$ cat config.mk
export PLATFORM = sky130hd
export DESIGN_NAME = fetch
export DESIGN_NICKNAME = d
export VERILOG_FILES = /design/src/rtl/fetch_pkg.sv /design/src/rtl/fetch.sv
export SDC_FILE = /design/constraint.sdc
export NUM_CORES = 1
export LEC_CHECK = 0
export BUFFER_PORTS_ARGS = -buffer_cell sky130_fd_sc_hd__buf_2
export CAP_MARGIN = 10
export CORE_MARGIN = 4
export CORE_UTILIZATION = 55
export CTS_CLUSTER_SIZE = 16
export DETAILED_ROUTE_END_ITERATION = 10
export PLACE_DENSITY = 0.79
export SLEW_MARGIN = 0
export SYNTH_ARGS = -nofsm -noshare
export SYNTH_HDL_FRONTEND = slang
export SYNTH_SLANG_ARGS = --single-unit
$ cat constraint.sdc
create_clock -name clk -period 2.7 [get_ports clk]
set_clock_uncertainty 0.05 [all_clocks]
set_input_delay 0.135 -clock clk [delete_from_list [all_inputs] [get_ports clk]]
set_output_delay 0.135 -clock clk [all_outputs]
set_load 0.02 [all_outputs]
$ cat src/rtl/fetch_pkg.sv
// Shared types for the instruction-fetch stage: instruction-bus request and
// response, the F/D pipeline record handed to decode, and the fetch FSM
// state encoding.
package fetch_pkg;

    typedef struct packed {
        logic        valid;
        logic [63:0] addr;
    } ibus_req_t;

    typedef struct packed {
        logic        addr_ok;
        logic        data_ok;
        logic [63:0] data;
    } ibus_resp_t;

    typedef struct packed {
        logic [31:0] raw_instr;
        logic [63:0] pc;
        logic        stall;
    } fetch_data_t;

    typedef enum logic [0:0] {
        FETCH = 1'b0,
        HOLD  = 1'b1
    } fetch_state_t;

    // Record presented to decode when no valid instruction is available
    localparam fetch_data_t FETCH_BUBBLE = '{raw_instr: 32'h0000_0000,
                                             pc:        64'h0000_0000_0000_0000,
                                             stall:     1'b1};

    // Sequential next-PC; wraps modulo 2^64, no alignment check
    function automatic logic [63:0] pc_inc(input logic [63:0] pc);
        return pc + 64'd4;
    endfunction

endpackage

$ cat src/rtl/fetch.sv
// Instruction-fetch stage with the F/D pipeline register.
// Owns the PC, issues instruction reads on ibus and hands one instruction per
// accepted cycle to decode. A redirect that arrives while a read is still in
// flight is remembered in a pending-target register and the stale response is
// dropped when it finally returns.
// Optional build macro: FETCH_PERF_EN adds perf_fetch / perf_bubble counters.
module fetch
    import fetch_pkg::*;
#(
    parameter logic [63:0] RESET_PC = 64'h0000_0000_8000_0000
) (
    input  logic        clk,
    input  logic        reset,
    output ibus_req_t   ireq,
    input  ibus_resp_t  iresp,
    input  logic        stall_i,
    input  logic        redirect_valid,
    input  logic [63:0] redirect_pc,
    output fetch_data_t dataF
`ifdef FETCH_PERF_EN
    ,
    output logic [63:0] perf_fetch,
    output logic [63:0] perf_bubble
`endif
);

    // Architectural state
    fetch_state_t r_state;
    logic [63:0]  r_pc;
    logic         r_req_valid;
    logic         r_discard;
    logic [63:0]  r_pend_pc;
    logic [31:0]  r_hold_instr;
    logic [63:0]  r_hold_pc;
    fetch_data_t  r_data;

    // Next-state values
    fetch_state_t w_state_next;
    logic [63:0]  w_pc_next;
    logic         w_discard_next;
    logic [63:0]  w_pend_pc_next;
    logic [31:0]  w_hold_instr_next;
    logic [63:0]  w_hold_pc_next;
    fetch_data_t  w_data_next;

    // Qualified events for this cycle
    logic w_redirect;
    logic w_resp_ok;
    logic w_fresh_ok;
    logic w_unused;

    assign w_redirect = redirect_valid & ~stall_i;
    assign w_resp_ok  = r_req_valid & iresp.data_ok;
    assign w_fresh_ok = w_resp_ok & ~r_discard;
    // addr_ok and the upper data half carry no information for this stage
    assign w_unused   = ^{iresp.addr_ok, iresp.data[63:32]};

    assign ireq.valid = r_req_valid;
    assign ireq.addr  = r_pc;
    assign dataF      = r_data;

    // FSM state register
    always_ff @(posedge clk) begin
        if (reset) begin
            r_state <= FETCH;
        end else begin
            r_state <= w_state_next;
        end
    end

    // FSM next-state: park in HOLD only when a fresh response meets a stalled decode
    always_comb begin
        w_state_next = r_state;
        case (r_state)
            FETCH: begin
                if (w_fresh_ok && stall_i) begin
                    w_state_next = HOLD;
                end else begin
                    w_state_next = FETCH;
                end
            end
            HOLD: begin
                if (!stall_i) begin
                    w_state_next = FETCH;
                end else begin
                    w_state_next = HOLD;
                end
            end
            default: w_state_next = FETCH;
        endcase
    end

    // FSM outputs: next PC, discard/pending target, hold buffer and F/D record
    always_comb begin
        w_pc_next         = r_pc;
        w_discard_next    = r_discard;
        w_pend_pc_next    = r_pend_pc;
        w_hold_instr_next = r_hold_instr;
        w_hold_pc_next    = r_hold_pc;
        w_data_next       = r_data;
        case (r_state)
            FETCH: begin
                if (w_redirect) begin
                    // Current dataF is the redirecting instruction; it is consumed now
                    w_data_next = FETCH_BUBBLE;
                    if (r_req_valid && !iresp.data_ok) begin
                        // Keep the bus address stable; retarget once the read returns
                        w_discard_next = 1'b1;
                        w_pend_pc_next = redirect_pc;
                    end else begin
                        // Nothing outstanding (or it returns now and is dropped)
                        w_discard_next = 1'b0;
                        w_pc_next      = redirect_pc;
                    end
                end else if (w_resp_ok && r_discard) begin
                    // Stale response of a redirected read
                    w_discard_next = 1'b0;
                    w_pc_next      = r_pend_pc;
                    if (!stall_i) begin
                        w_data_next = FETCH_BUBBLE;
                    end else begin
                        w_data_next = r_data;
                    end
                end else if (w_resp_ok) begin
                    if (!stall_i) begin
                        w_data_next = '{raw_instr: iresp.data[31:0], pc: r_pc, stall: 1'b0};
                        w_pc_next   = pc_inc(r_pc);
                    end else begin
                        w_hold_instr_next = iresp.data[31:0];
                        w_hold_pc_next    = r_pc;
                    end
                end else begin
                    if (!stall_i) begin
                        w_data_next = FETCH_BUBBLE;
                    end else begin
                        w_data_next = r_data;
                    end
                end
            end
            HOLD: begin
                if (w_redirect) begin
                    // Held instruction is on the wrong path
                    w_data_next = FETCH_BUBBLE;
                    w_pc_next   = redirect_pc;
                end else if (!stall_i) begin
                    w_data_next = '{raw_instr: r_hold_instr, pc: r_hold_pc, stall: 1'b0};
                    w_pc_next   = pc_inc(r_pc);
                end else begin
                    w_data_next = r_data;
                end
            end
            default: begin
                w_data_next = FETCH_BUBBLE;
            end
        endcase
    end

    // Datapath registers; a fresh request is presented whenever the FSM is in FETCH
    always_ff @(posedge clk) begin
        if (reset) begin
            r_pc         <= RESET_PC;
            r_req_valid  <= 1'b0;
            r_discard    <= 1'b0;
            r_pend_pc    <= 64'h0000_0000_0000_0000;
            r_hold_instr <= 32'h0000_0000;
            r_hold_pc    <= 64'h0000_0000_0000_0000;
            r_data       <= FETCH_BUBBLE;
        end else begin
            r_pc         <= w_pc_next;
            r_req_valid  <= (w_state_next == FETCH);
            r_discard    <= w_discard_next;
            r_pend_pc    <= w_pend_pc_next;
            r_hold_instr <= w_hold_instr_next;
            r_hold_pc    <= w_hold_pc_next;
            r_data       <= w_data_next;
        end
    end

`ifdef FETCH_PERF_EN
    logic [63:0] r_perf_fetch;
    logic [63:0] r_perf_bubble;

    assign perf_fetch  = r_perf_fetch;
    assign perf_bubble = r_perf_bubble;

    // Count what decode actually accepts each unstalled cycle
    always_ff @(posedge clk) begin
        if (reset) begin
            r_perf_fetch  <= 64'h0000_0000_0000_0000;
            r_perf_bubble <= 64'h0000_0000_0000_0000;
        end else if (!stall_i) begin
            if (r_data.stall) begin
                r_perf_bubble <= r_perf_bubble + 64'd1;
            end else begin
                r_perf_fetch  <= r_perf_fetch + 64'd1;
            end
        end else begin
            r_perf_fetch  <= r_perf_fetch;
            r_perf_bubble <= r_perf_bubble;
        end
    end
`endif

endmodule
==> impl_table.tex, run 1 <==
\begin{tabular}{lr}
\hline
Metric & Value \\
\hline
\multicolumn{2}{l}{\textbf{Timing}} \\
\quad Worst Slack Setup Final & 134.2 ps \\
\quad Worst slew margin relative to its limit & 32.31\% \\
\quad Worst-case hold slack & 98.87 ps \\
\quad Final-report max-slew violation count & 0 \\
\quad Time the final worst path needs with I/O delays and setup & 2566 ps \\
\quad Post-route setup TNS & 0 ps \\
\quad Setup violation total in the final timing report & 0 \\
\quad Transition time at the pin with the least slew margin & 1015 ps \\
\quad Fraction of the cycle the final worst path needs & 95.03\% \\
\quad RSZ-0062 raised after global routing & no \\
\quad Max Clock Freq & 389.7 MHz \\
\quad Final hold violation count & 0 \\
\multicolumn{2}{l}{\textbf{Global route}} \\
\quad Global-route wire length before repair & 88820 µm \\
\quad GRT Resource Usage Total & 34.86\% \\
\quad Initial antenna violation count & 4 \\
\quad Maximum number of pins on one net before global-route repair & 90 \\
\quad Via count of the first global-routing pass & 17060 \\
\quad Congestion Overflow GR & 0 \\
\multicolumn{2}{l}{\textbf{Critical path}} \\
\quad Flop2flop setup slack & 130 ps \\
\quad Required time of the critical path & 3080 ps \\
\quad Worst setup path startpoint & r\_pc[6]\$\_SDFFE\_PP0P\_ \\
\quad Depth of the most critical reg-to-reg path & 6 \\
\quad Critical path startpoint category & register \\
\quad Critical Path End Type & register \\
\quad Classification of the worst setup path & reg2reg \\
\quad Critical path peak fanout & 7 \\
\quad Crit Reg-Reg Endpoint & r\_pc[61]\$\_SDFFE\_PP0P\_ \\
\quad CP Capture Point & r\_pc[61]\$\_SDFFE\_PP0P\_ \\
\quad Startpoint of the worst register-to-register path & r\_pc[6]\$\_SDFFE\_PP0P\_ \\
\quad Worst path arrival time & 2940 ps \\
\multicolumn{2}{l}{\textbf{Route}} \\
\quad Highest metal layer with signal wires & met5 \\
\quad Met3 WL & 5719 µm \\
\quad Via-to-Cell Ratio & 6.229 \\
\quad Total number of vias & 17750 \\
\quad Antenna violation net count after detailed routing & 0 \\
\quad Total DRC errors in the routed layout & 0 \\
\quad Met2 Wirelength & 26030 µm \\
\quad Detailed-route wire length & 56180 µm \\
\quad Detail-routed net length per standard cell & 19.72 µm \\
\quad DR iter-0 viols & 1957 \\
\quad Routed metal-1 wire length & 21710 µm \\
\quad Router iterations before antenna repair & 8 \\
\multicolumn{2}{l}{\textbf{Logic synthesis}} \\
\quad Sequential fraction of the synthesis area & 42.36\% \\
\quad Yosys Warn Count & 0 \\
\quad Synth Cell Area & 0.01531 mm² \\
\quad Cell taking the most area after synthesis & sky130\_fd\_sc\_hd\_\_dfxtp\_1 \\
\quad Dominant register cell in the synthesized netlist & sky130\_fd\_sc\_hd\_\_dfxtp\_1 \\
\quad Count of unique library cells instantiated by Yosys & 69 \\
\quad Top post-synthesis cells by area & sky130\_fd\_sc\_hd\_\_dfxtp\_1 42\%, sky130\_fd\_sc\_hd\_\_nand2\_1 14\%, sky130\_fd\_sc\_hd\_\_a21oi\_1 14\% \\
\quad Instance count of the mapped netlist & 2155 \\
\quad List of most frequent post-synthesis cells & 583 x sky130\_fd\_sc\_hd\_\_nand2\_1, 421 x sky130\_fd\_sc\_hd\_\_a21oi\_1, 324 x sky130\_fd\_sc\_hd\_\_dfxtp\_1 \\
\quad Area fraction of the dominant cell type after synthesis & 42.36\% \\
\quad Synth Net Count & 2290 \\
\quad Cell with the most instances after synthesis & sky130\_fd\_sc\_hd\_\_nand2\_1 \\
\quad Flops \& latches, synth & 324 \\
\quad Synth Area per Inst & 7.106 µm² \\
\quad Number of flops mapped to enable cells by yosys & 0 \\
\quad Share of synthesized flip-flops with an asynchronous set or reset & 0\% \\
\multicolumn{2}{l}{\textbf{CTS}} \\
\quad Root buffer cell & sky130\_fd\_sc\_hd\_\_clkbuf\_16 \\
\quad Clock tree from TritonCTS & yes \\
\quad Deepest level of the CTS H-tree & 2 \\
\quad Clock-pin slew on the worst setup and hold paths & 60 ps \\
\quad Worst skew pair latency & 520 ps \\
\quad Cts bufs inserted & 36 \\
\quad Clock tree sinks & 324 \\
\quad Deepest clock path buffer count & 3 \\
\multicolumn{2}{l}{\textbf{Flow run}} \\
\quad Max Cap Violations & 0 \\
\multicolumn{2}{l}{\textbf{Power and ir drop}} \\
\quad Leakage & 0.007208 µW \\
\quad Power per Cell Area & 603.0 mW/mm² \\
\quad IR Drop Worst-Case VDD & 0.4304 mV \\
\quad Final Power & 11690 µW \\
\multicolumn{2}{l}{\textbf{Floorplanning}} \\
\quad Chip width & 174.9 µm \\
\quad CORE AREA & 0.02718 mm² \\
\quad Die footprint & 0.03058 mm² \\
\quad Die Y & 174.9 µm \\
\quad Effective utilization at floorplan & 56.35\% \\
\quad Count of pins on the block boundary & 296 \\
\quad Row count & 60 \\
\multicolumn{2}{l}{\textbf{Placed design}} \\
\quad Placement Setup Slack & 140.4 ps \\
\quad Final weighted congestion in routability-driven placement & 0.9764 \\
\quad Number of buffers added on ports & 262 \\
\quad Dpl hpwl & 34620 µm \\
\multicolumn{2}{l}{\textbf{Layout}} \\
\quad Final-stage net count & 2581 \\
\quad Area grow syn2layout & 26.64\% \\
\quad Share of final-layout standard cells stronger than drive strength 1 & 17.69\% \\
\quad Filler instances & 2197 \\
\multicolumn{2}{l}{\textbf{Worst hold path}} \\
\quad Class of the worst hold path & in2reg \\
\multicolumn{2}{l}{\textbf{Status}} \\
\quad Run status & completed \\
\hline
\end{tabular}
[critical path, cell delays in order (launching register included)]
cell and delay [ps]:
sky130_fd_sc_hd__dfxtp_1 480, sky130_fd_sc_hd__nand3_1 240, sky130_fd_sc_hd__nor4_4 460, sky130_fd_sc_hd__and3_1 390, sky130_fd_sc_hd__nand4_1 220, sky130_fd_sc_hd__or4_1 450, sky130_fd_sc_hd__a31oi_1 180
[layer usage]
layer | global-route usage, % | up-vias
li1 | - | 8142
met1 | 44.25 | 8276
met2 | 56.70 | 1111
met5 | 0 | -
met3 | 7.118 | 216
met4 | 17.35 | 2
[report_power, final]
group / switching (µW) / internal (µW)
clock: 2000 / 3160
sequential: 145 / 4920
combinational: 971 / 502
[logic make-up after synthesis]
family                     synth area share [%]
DFF                                       42.36
and+or+nand+nor                           26.48
buffers and inverters                     5.262
adders and majority gates               0.08169
AOI/OAI and AO/OA                         25.41
muxes                                    0.4085
[metrics by stage]
stage / utilization [%] / instances / area (µm²)
after detailed placement: 63.02 / 2680 / 17130
after floorplan: - / 2155 / 15310
after global placement: 63.02 / 2680 / 17130
after CTS: 71.22 / 2841 / 19360
final: 71.36 / 2849 / 19390
after global routing: 71.31 / 2844 / 19380
[how the worst min path moves through the flow]
stage	slack [ps]	endpoint	from	cells after the start
after floorplan	220	r_pend_pc[0]$_SDFFE_PP0P_	redirect_pc[0]	2
after global placement	340	r_hold_instr[30]$_SDFFE_PP0P_	iresp[30]	3
after detailed placement	340	r_hold_instr[6]$_SDFFE_PP0P_	iresp[6]	3
after CTS	80	r_discard$_SDFFE_PP0P_	iresp[64]	4
after global routing	140	r_discard$_SDFFE_PP0P_	iresp[64]	4
final	100	r_discard$_SDFFE_PP0P_	iresp[64]	4
[repair_timing]
action / in CTS / in global routing
gates resized for setup: 0 / 4
hold buffers: 99 / 0
buffers inserted: 0 / 1
hold endpoints to repair: 129 / 0
setup endpoints to repair: 0 / 2
[layout by cell type, fill, tap and decap left out, types with 13 or more instances in the layout]
master	netlist	final
sky130_fd_sc_hd__a221o_1	15	15
sky130_fd_sc_hd__buf_2	11	260
sky130_fd_sc_hd__clkbuf_16	0	37
sky130_fd_sc_hd__nand3_1	137	136
sky130_fd_sc_hd__buf_4	2	80
sky130_fd_sc_hd__dlygate4sd3_1	0	99
sky130_fd_sc_hd__nor4_1	14	13
sky130_fd_sc_hd__nor3_1	19	19
sky130_fd_sc_hd__nand2_1	583	580
sky130_fd_sc_hd__o21ai_0	156	156
sky130_fd_sc_hd__nand4_1	20	20
sky130_fd_sc_hd__dfxtp_1	324	322
sky130_fd_sc_hd__inv_1	13	13
sky130_fd_sc_hd__and3_1	29	29
sky130_fd_sc_hd__a21oi_1	421	421
sky130_fd_sc_hd__nor2_1	63	60
[registers in the layout (all words and copies together) (netlist names)]
register	flops
dataF	97
r_discard	1
r_hold_instr	32
r_hold_pc	64
r_pc	64
r_pend_pc	64
r_req_valid	1
r_state	1
[layout make-up]
class | instances | area (µm²) | share of cell area (%)
diodes | 7 | 17.52 | 0.09033
clock inverters | 10 | 155.1 | 0.8001
inverters | 14 | 52.55 | 0.2710
multi-input cells | 1624 | 8107 | 41.80
flip-flops and latches | 324 | 6489 | 33.46
repair buffers | 446 | 3024 | 15.59
clock buffers | 52 | 1082 | 5.581
well taps | 372 | 465.4 | 2.400
(Power assumes the default switching activity.)
==> run 2, diff against run 1 <==
- CORE_ASPECT_RATIO: default -> 0.5
- REMOVE_ABC_BUFFERS: default -> 1
==> run 2 against run 1 <==
Against the previous run: routed wire length decreased by 1.5%; sequential share of layout area increased by 0.34 points; combinational power about the same; global-route usage decreased by 0.88 points; clock power decreased by 20%; cell area decreased by 1.0%; non-clock buffer count increased by 6; count of clock-buffer cells in the layout decreased by 5; critical path depth unchanged; die area increased by 0.53%; power decreased by 8.4%; sequential power about the same; critical path type unchanged; critical endpoint is now dataF[42]$_SDFFE_PP0P_.
==> impl_table.tex, run 2 (synthesis gave the netlist of run 1 again) <==
\begin{tabular}{lr}
\hline
Metric & Value \\
\hline
\multicolumn{2}{l}{\textbf{Status}} \\
\quad Run status & completed \\
\multicolumn{2}{l}{\textbf{Layout}} \\
\quad Share of final-layout standard cells stronger than drive strength 1 & 17.27\% (-0.42 points) \\
\quad Most common cell after layout, fill and taps aside & sky130\_fd\_sc\_hd\_\_nand2\_1 \\
\quad Storage cell area & 0.006486 mm² (about the same) \\
\quad Area used by multi-input combinational logic & 0.008098 mm² (-0.11\%) \\
\quad Filler instances & 2252 (+2.5\%) \\
\quad Commonest non-fill, non-tap cells in the layout & 581 x sky130\_fd\_sc\_hd\_\_nand2\_1, 421 x sky130\_fd\_sc\_hd\_\_a21oi\_1, 324 x sky130\_fd\_sc\_hd\_\_dfxtp\_1, 260 x sky130\_fd\_sc\_hd\_\_buf\_2, 156 x sky130\_fd\_sc\_hd\_\_o21ai\_0 \\
\quad Area grow syn2layout & 25.31\% \\
\quad Final-stage net count & 2580 (-0.039\%) \\
\quad Number of flip-flops in the largest register & 97 (unchanged) \\
\multicolumn{2}{l}{\textbf{Timing}} \\
\quad Max Clock Freq & 391.8 MHz (+0.52\%) \\
\quad Final-report max-slew violation count & 0 (unchanged) \\
\quad Worst-case hold slack & 25.16 ps (-73.71 ps) \\
\quad Transition time at the pin with the least slew margin & 1200 ps (+184.9 ps) \\
\quad Worst slew margin relative to its limit & 19.98\% (-12 points) \\
\quad Worst Slack Setup Final & 147.6 ps (+13.34 ps) \\
\quad Final hold violation count & 0 (unchanged) \\
\quad Setup violation total in the final timing report & 0 (unchanged) \\
\quad RSZ-0062 raised after global routing & no \\
\quad Post-route setup TNS & 0 ps (unchanged) \\
\quad Fraction of the cycle the final worst path needs & 94.53\% (-0.49 points) \\
\quad Time the final worst path needs with I/O delays and setup & 2552 ps (-13.34 ps) \\
\multicolumn{2}{l}{\textbf{Global route}} \\
\quad Global-route wire length before repair & 86220 µm (-2.9\%) \\
\quad Via count of the first global-routing pass & 15470 (-9.3\%) \\
\quad GRT Resource Usage Total & 33.99\% (-0.88 points) \\
\quad Maximum number of pins on one net before global-route repair & 170 (+89\%) \\
\quad Congestion Overflow GR & 0 (unchanged) \\
\quad Initial antenna violation count & 1 (-3) \\
\multicolumn{2}{l}{\textbf{Critical path}} \\
\quad Depth of the most critical reg-to-reg path & 6 (unchanged) \\
\quad Worst setup path startpoint & r\_req\_valid\$\_SDFF\_PP0\_ \\
\quad CP Capture Point & dataF[42]\$\_SDFFE\_PP0P\_ \\
\quad Crit Reg-Reg Endpoint & dataF[42]\$\_SDFFE\_PP0P\_ \\
\quad Classification of the worst setup path & reg2reg \\
\quad Startpoint of the worst register-to-register path & r\_req\_valid\$\_SDFF\_PP0\_ \\
\quad Slowest cell delay on critical path & 780 ps (+300 ps) \\
\quad Worst path arrival time & 2870 ps (-70 ps) \\
\quad Critical path startpoint category & register \\
\quad Critical path peak fanout & 96 (+89) \\
\quad Required time of the critical path & 3020 ps (-60 ps) \\
\quad Flop2flop setup slack & 150 ps (about the same) \\
\quad Critical Path End Type & register \\
\quad Cell-by-cell trace of the critical path & nand2\_1 -> nor2\_4 -> o21ai\_1 -> nand2\_4 -> buf\_4 -> o21ai\_0 \\
\quad Critical Path Slowest Stage Cell & sky130\_fd\_sc\_hd\_\_buf\_4 \\
\multicolumn{2}{l}{\textbf{Route}} \\
\quad Total number of vias & 17370 (-2.1\%) \\
\quad Router iterations before antenna repair & 5 (-3) \\
\quad DR iter-0 viols & 2373 (+21\%) \\
\quad Detailed-route wire length & 55320 µm (-1.5\%) \\
\quad Total DRC errors in the routed layout & 0 (unchanged) \\
\quad Antenna violation net count after detailed routing & 0 (unchanged) \\
\quad Detail-routed net length per standard cell & 19.46 µm (-1.3\%) \\
\quad Via-to-Cell Ratio & 6.110 (-1.9\%) \\
\multicolumn{2}{l}{\textbf{CTS}} \\
\quad Post-CTS Setup Repair Bufs & 0 (unchanged) \\
\quad Clock-pin slew on the worst setup and hold paths & 70 ps (about the same) \\
\quad Clock tree from TritonCTS & yes \\
\quad Clock tree sinks & 324 (unchanged) \\
\quad Root buffer cell & sky130\_fd\_sc\_hd\_\_clkbuf\_16 \\
\quad Post-CTS sizing & 0 (unchanged) \\
\quad Deepest level of the CTS H-tree & 1 (-1) \\
\quad Worst skew pair latency & 570 ps (+50 ps) \\
\quad Deepest clock path buffer count & 3 (unchanged) \\
\quad Hold buffer count at cts & 97 (-2.0\%) \\
\quad Cts bufs inserted & 29 (-19\%) \\
\multicolumn{2}{l}{\textbf{Floorplanning}} \\
\quad Die Y & 126.0 µm (-28\%) \\
\quad Chip width & 244.0 µm (+40\%) \\
\quad Count of pins on the block boundary & 296 (unchanged) \\
\quad Die footprint & 0.03074 mm² (+0.53\%) \\
\quad Row count & 42 (-30\%) \\
\quad Effective utilization at floorplan & 56.91\% (+0.57 points) \\
\quad CORE AREA & 0.02691 mm² (-0.99\%) \\
\multicolumn{2}{l}{\textbf{Power and ir drop}} \\
\quad Power per Cell Area & 557.9 mW/mm² (-7.5\%) \\
\quad IR Drop Worst-Case VDD & 0.3976 mV (-7.6\%) \\
\quad Leakage & 0.007120 µW (-1.2\%) \\
\multicolumn{2}{l}{\textbf{Placed design}} \\
\quad Final weighted congestion in routability-driven placement & 0.9433 (-3.4\%) \\
\quad Placement Setup Slack & 324.9 ps (+184.5 ps) \\
\quad Number of buffers added on ports & 262 (unchanged) \\
\quad Dpl hpwl & 34750 µm (+0.36\%) \\
\multicolumn{2}{l}{\textbf{Worst hold path}} \\
\quad Class of the worst hold path & in2reg \\
\multicolumn{2}{l}{\textbf{Flow run}} \\
\quad Max Cap Violations & 0 (unchanged) \\
\hline
\end{tabular}
## run 2: cell types whose count changed in the layout (fill, tap and decap cells not counted), sizes merged
cell         before  now
clkbuf           52   47
bufinv            4    1
inv              14   15
diode             7    2
clkinvlp          2    0
dlygate4sd3      99   97
buf             347  355
## run 2: worst min-delay path by stage
stage	start	end	slack (ps)	cells past startpoint
2_1_floorplan	reset	r_hold_instr[0]$_SDFFE_PP0P_	150	1
3_3_place_gp	iresp[12]	r_hold_instr[12]$_SDFFE_PP0P_	340	3
3_5_place_dp	redirect_pc[1]	r_pend_pc[1]$_SDFFE_PP0P_	340	3
4_1_cts	reset	r_pc[42]$_SDFFE_PP0P_	3	3
5_1_grt	reset	r_pc[42]$_SDFFE_PP0P_	30	3
6_report	reset	r_hold_pc[11]$_SDFFE_PP0P_	30	3
## run 2: critical path: cells and delay by family, from the launching register on
| kind | cells | cell delay (ps) |
|---|---|---|
| compound gates | 2 | 470 |
| buf+inv | 1 | 780 |
| flops | 1 | 460 |
| simple gates | 3 | 520 |
## run 2: routing by layer
layer | track usage [%] | wire length, µm | up-vias
li1 | - | - | 8112
met5 | 0 | 0 | -
met3 | 6.330 | 5965 | 148
met4 | 11.63 | 1996 | 0
met1 | 48.87 | 23280 | 8118
met2 | 51.60 | 24070 | 992
## run 2: layout make-up
class                   instances  share of cell area, %
well taps                     374                  2.439
multi-input cells            1624                  42.20
flip-flops and latches        324                  33.80
repair buffers                452                  16.42
clock buffers                  47                  4.499
diodes                          2                0.02608
clock inverters                 6                 0.3390
inverters                      14                 0.2738
## run 2: stage by stage
step / utilization [%] / cells / power, µW / cell area, µm²
floorplan: - / 1962 / 5790 / 14560
global placement: 64.24 / 2691 / 6482 / 17290
detailed placement: 64.24 / 2691 / 6497 / 17290
CTS: 71.30 / 2841 / 10680 / 19180
global route: 71.31 / 2842 / 11010 / 19190
finish: 71.32 / 2843 / 10710 / 19190
## run 2: where the power goes
part / leakage, µW / internal, µW / switching (µW)
combinational: 0.00404 / 516 / 982
clock: 0.000457 / 2280 / 1870
sequential: 0.00262 / 4910 / 144
total: 0.00712 / 7710 / 2990
